**src/rtl/mem_port_arbiter.sv**
```systemverilog
// mem_port_arbiter: round-robin arbiter that shares the single KGP-RISC memory
// port between instruction fetch (requester 0) and load/store (requester 1).
// A grant is held while its owner keeps requesting. Grants, select, busy and
// preempt are all registered.
// Optional feature macro: ARB_TIMEOUT_EN. When it is defined, a hold counter
// forces a handoff once the owner has held the port for MAX_HOLD cycles while
// the other requester waits.
module mem_port_arbiter #(
  parameter int MAX_HOLD = 16,
  parameter int CNT_W    = 8
) (
  input  logic clk,
  input  logic rst_n,
  input  logic req0,
  input  logic req1,
  output logic gnt0,
  output logic gnt1,
  output logic sel,
  output logic busy,
  output logic preempt
);

  typedef enum logic [1:0] {
    IDLE = 2'd0,
    G0   = 2'd1,
    G1   = 2'd2
  } state_e;

  // Reject parameter sets the hold counter cannot represent.
  if ((MAX_HOLD < 2) || (MAX_HOLD > 255) || ((64'd1 << CNT_W) <= 64'(MAX_HOLD))) begin : g_bad_cfg
    $error("mem_port_arbiter: MAX_HOLD must be 2..255 and below 2**CNT_W");
  end

  state_e state_q, state_d;
  logic   last_q, last_d;
  logic   gnt0_q, gnt0_d;
  logic   gnt1_q, gnt1_d;
  logic   sel_q, sel_d;
  logic   busy_q, busy_d;
  logic   preempt_q, preempt_d;
  logic   hold_expired;

`ifdef ARB_TIMEOUT_EN
  localparam logic [CNT_W-1:0] MAX_HOLD_C = CNT_W'(MAX_HOLD);

  logic [CNT_W-1:0] cnt_q, cnt_d;

  // The owner has used up its hold budget.
  always_comb begin
    hold_expired = (cnt_q == MAX_HOLD_C);
  end

  // Hold counter: zero on every grant entry, counts while granted, saturates.
  always_comb begin
    cnt_d = cnt_q;
    if (state_d != state_q) begin
      cnt_d = {CNT_W{1'b0}};
    end else if ((state_q != IDLE) && (cnt_q != MAX_HOLD_C)) begin
      cnt_d = cnt_q + {{(CNT_W-1){1'b0}}, 1'b1};
    end else begin
      cnt_d = cnt_q;
    end
  end

  // Hold counter register.
  always_ff @(posedge clk or negedge rst_n) begin
    if (!rst_n) begin
      cnt_q <= {CNT_W{1'b0}};
    end else begin
      cnt_q <= cnt_d;
    end
  end
`else
  // Without forced preemption a grant is never revoked early.
  always_comb begin
    hold_expired = 1'b0;
  end
`endif

  // Next-state logic. The next-cycle outputs are decoded from the next state.
  always_comb begin
    state_d   = state_q;
    preempt_d = 1'b0;
    case (state_q)
      IDLE: begin
        if (req0 && req1) begin
          state_d = last_q ? G0 : G1;
        end else if (req0) begin
          state_d = G0;
        end else if (req1) begin
          state_d = G1;
        end else begin
          state_d = IDLE;
        end
      end
      G0: begin
        if (req0) begin
          if (hold_expired && req1) begin
            state_d   = G1;
            preempt_d = 1'b1;
          end else begin
            state_d = G0;
          end
        end else if (req1) begin
          state_d = G1;
        end else begin
          state_d = IDLE;
        end
      end
      G1: begin
        if (req1) begin
          if (hold_expired && req0) begin
            state_d   = G0;
            preempt_d = 1'b1;
          end else begin
            state_d = G1;
          end
        end else if (req0) begin
          state_d = G0;
        end else begin
          state_d = IDLE;
        end
      end
      default: begin
        state_d = IDLE;
      end
    endcase

    // In IDLE, sel keeps pointing at the previous owner.
    if (state_d == G0) begin
      last_d = 1'b0;
      sel_d  = 1'b0;
    end else if (state_d == G1) begin
      last_d = 1'b1;
      sel_d  = 1'b1;
    end else begin
      last_d = last_q;
      sel_d  = sel_q;
    end
    gnt0_d = (state_d == G0);
    gnt1_d = (state_d == G1);
    busy_d = (state_d != IDLE);
  end

  // State and registered outputs. last resets to 1 so requester 0 wins the first tie.
  always_ff @(posedge clk or negedge rst_n) begin
    if (!rst_n) begin
      state_q   <= IDLE;
      last_q    <= 1'b1;
      gnt0_q    <= 1'b0;
      gnt1_q    <= 1'b0;
      sel_q     <= 1'b0;
      busy_q    <= 1'b0;
      preempt_q <= 1'b0;
    end else begin
      state_q   <= state_d;
      last_q    <= last_d;
      gnt0_q    <= gnt0_d;
      gnt1_q    <= gnt1_d;
      sel_q     <= sel_d;
      busy_q    <= busy_d;
      preempt_q <= preempt_d;
    end
  end

  assign gnt0    = gnt0_q;
  assign gnt1    = gnt1_q;
  assign sel     = sel_q;
  assign busy    = busy_q;
  assign preempt = preempt_q;

endmodule

```
**config.mk**
```make
export PLATFORM = sky130hd
export DESIGN_NAME = mem_port_arbiter
export DESIGN_NICKNAME = d
export VERILOG_FILES = /design/src/rtl/mem_port_arbiter.sv
export SDC_FILE = /design/constraint.sdc
export NUM_CORES = 1
export LEC_CHECK = 0
export BUFFER_PORTS_ARGS = -buffer_cell sky130_fd_sc_hd__clkbuf_2
export CAP_MARGIN = 20
export CORE_AREA = 8 8 45 47
export DETAILED_ROUTE_END_ITERATION = 16
export DIE_AREA = 0 0 53 55
export PLACE_DENSITY = 0.49
export SYNTH_ARGS = -nofsm -noshare
export SYNTH_HDL_FRONTEND = slang
export SYNTH_SLANG_ARGS = --single-unit
```
**constraint.sdc**
```tcl
create_clock -name clk -period 3.5 [get_ports clk]
set_input_delay 0.175 -clock clk [delete_from_list [all_inputs] [get_ports clk]]
set_output_delay 0.175 -clock clk [all_outputs]
set_load 0.02 [all_outputs]
```
==> metrics <==
Nets=47; worst path arrival time=1.57 ns; syn_nets=35; Post-Route Setup TNS=0 ns; Post-Synth Simple-Gate Area=8.53%; Cell Chain, Critical Path=nand2b_1 -> a21oi_1 -> ha_1 -> mux2i_1; DRT iter0 DRCs=3; total track usage=4.94%; Synth Area in Adders=15.5%; main combinational cell family by area after synthesis=adder cells; status=complete, no violations; CTS tree=yes; GR Overflow Total=0; Gate power share=34.0%; core footprint=0.00138 mm^2; Crit. End Element=flop; Vias/cell=4.09; Synth Area in XOR/XNOR=0%; H-Tree Depth=1; met1 GRT Util=4.31%; Sw Pwr=100 uW; vias in the first global route=236; Clk pwr share=24.5%; unrepaired setup endpoints after global routing=false; Clk pin slew, worst setup/hold paths=0.05 ns; routing usage on met3=4.01%; max cap viols=0; clock sink total=7; Power Density=726 mW/mm^2; Synth warnings=0; CTS Buffer Depth=2; Leak=0.000211 uW; Slowest Stage Delay on Critical Path=0.53 ns; Worst Path Buf+Inv=0; io pins=9; setup ws final=2.07 ns; register area share after synthesis=54.7%; Detail Route Antenna Nets=0; fin crit share=40.9%; total CTS buffers=3; Syn-to-layout area delta=26.0%; Critical Path RT=3.64 ns; mux contribution to synthesized area=3.10%; Final Hold Vio Count=0; CTS root buffer=clkbuf_4; post-synth cell types=16; most frequent cells in the layout=clkbuf_2, dfrtp_1, ha_1; ant diodes=0; # resized after CTS=0; Tmin final=1.43 ns; DR vias=221; CP max-delay cell=dfstp_2; die area=0.00292 mm^2; worst-skew pair later-pin latency=0.25 ns; num rows=14; net switching fraction of the power=33.9%; cell count after synthesis=27; Die Y=55 um; pre-CTS setup slack=2.04 ns; Seq cells post-synth=7; CP max FO=3; largest delay contributor family on the critical path=flip-flops; Synth Area in Compound Gates=12.4%; first-pass GRT wire length=986 um; Pint=195 uW; part of the power in registers=41.5%; global placer's final weighted congestion=0.694; peak supply drop=0.000252 V; share of cells above drive strength 1=31.6%; Setup CP Type=flop to flop; most common cell after layout, fill and taps aside=clkbuf_2; port bufs=7; fill cell count=154; GRT Max-Usage Layer=met2; Initial Utilization=23.3%; routed wire length=562 um; routed len/inst=10.4 um; Avg Synthesized Cell Area=12.0 um^2; FF+latch area=176 um^2; multi-input logic area=131 um^2; initial antenna violation count=0; Max Freq=698 MHz; First-pass DRT Iterations=4; clock skew=0.00449 ns; largest net degree at the start of global routing=8; Synth Cell Area=323 um^2; met2 usage=6.84%; Hold Path Class=input pin to flop; Slew Viols, Final=0; DRC Markers=0; setup violators final=0; chip width=53 um; CP startpoint kind=flop
==> layer usage <==
| metal | vias up | wire (um) |
|---|---|---|
| met1 | 101 | 231 |
| met5 | - | 0 |
| met2 | 8 | 242 |
| met4 | 0 | 15 |
| met3 | 4 | 72 |
| li1 | 108 | - |
==> path summary, 6_finish.rpt <==
| check | to | depth (start not counted) | start | slack, ns |
|---|---|---|---|---|
| worst min register to register | sel | 2 | sel | 0.52 |
| worst min-delay path | state_q[0] | 2 | req0 | 0.21 |
| min in group asynchronous | busy | 2 | rst_n | 0.30 |
| worst max-delay path | sel | 4 | last_q | 2.07 |
| max in group asynchronous | last_q | 2 | rst_n | 2.96 |
| worst max register to register | sel | 4 | last_q | 2.07 |
==> stage by stage <==
step	utilization (%)	hold WS, ns	cell area [um^2]	total power (uW)	std cells
after floorplan	-	-0.121	323	196	27
after global placement	26.8	0.0197	370	223	49
after detailed placement	26.8	0.0218	370	226	49
after CTS	29.4	0.217	407	300	54
after global routing	29.4	0.232	407	318	54
final	29.4	0.214	407	295	54
==> cell type report <==
type                       instances  area share (%)
clock buffer                       4            6.46
inverter                           2            1.85
multi-input combinational         17            32.3
sequential                         7            43.4
tap                               16            4.92
timing repair buffer               8            11.1
==> registers in the layout (all words and copies together) (netlist names) <==
register and count:
state_q 2, busy 1, gnt0 1, gnt1 1
last_q 1, sel 1
==> Yosys cell counts <==
library cell,number,area [um^2]
dfrtp_1,6,150
nor3b_1,1,7.51
mux2i_1,1,10.0
o21ba_2,1,10.0
ha_1,4,50.1
nor2_1,2,7.51
conb_1,1,3.75
nand2b_1,1,6.26
a21oi_1,2,10.0
o21ai_1,1,5.00
inv_1,2,7.51
buf_4,1,7.51
dfstp_2,1,26.3
o21a_1,1,7.51
nor2b_1,1,6.26
a21o_1,1,7.51
==> power by group through the flow <==
| stage | clock [uW] | sequential [uW] | combinational (uW) |
|---|---|---|---|
| after global routing | 78.6 | 126 | 113 |
| after global placement | 0 | 123 | 99.7 |
| after detailed placement | 0 | 123 | 102 |
| final | 72.3 | 123 | 100 |
| after floorplan | 0 | 141 | 55.7 |
| after CTS | 74.5 | 123 | 103 |
==> timing repair <==
action / CTS / global route
setup buffers: 0 / 0
hold endpoints to repair: 7 / 0
hold buffers: 1 / 0
==> kinds of logic after synthesis <==
family                     after synthesis
AOI/OAI and AO/OA                        6
adders and majority gates                4
buffers and inverters                    3
DFF                                      7
muxes                                    1
other                                    1
and+or+nand+nor                          5
Note: power is estimated with default switching activity, not from simulation.
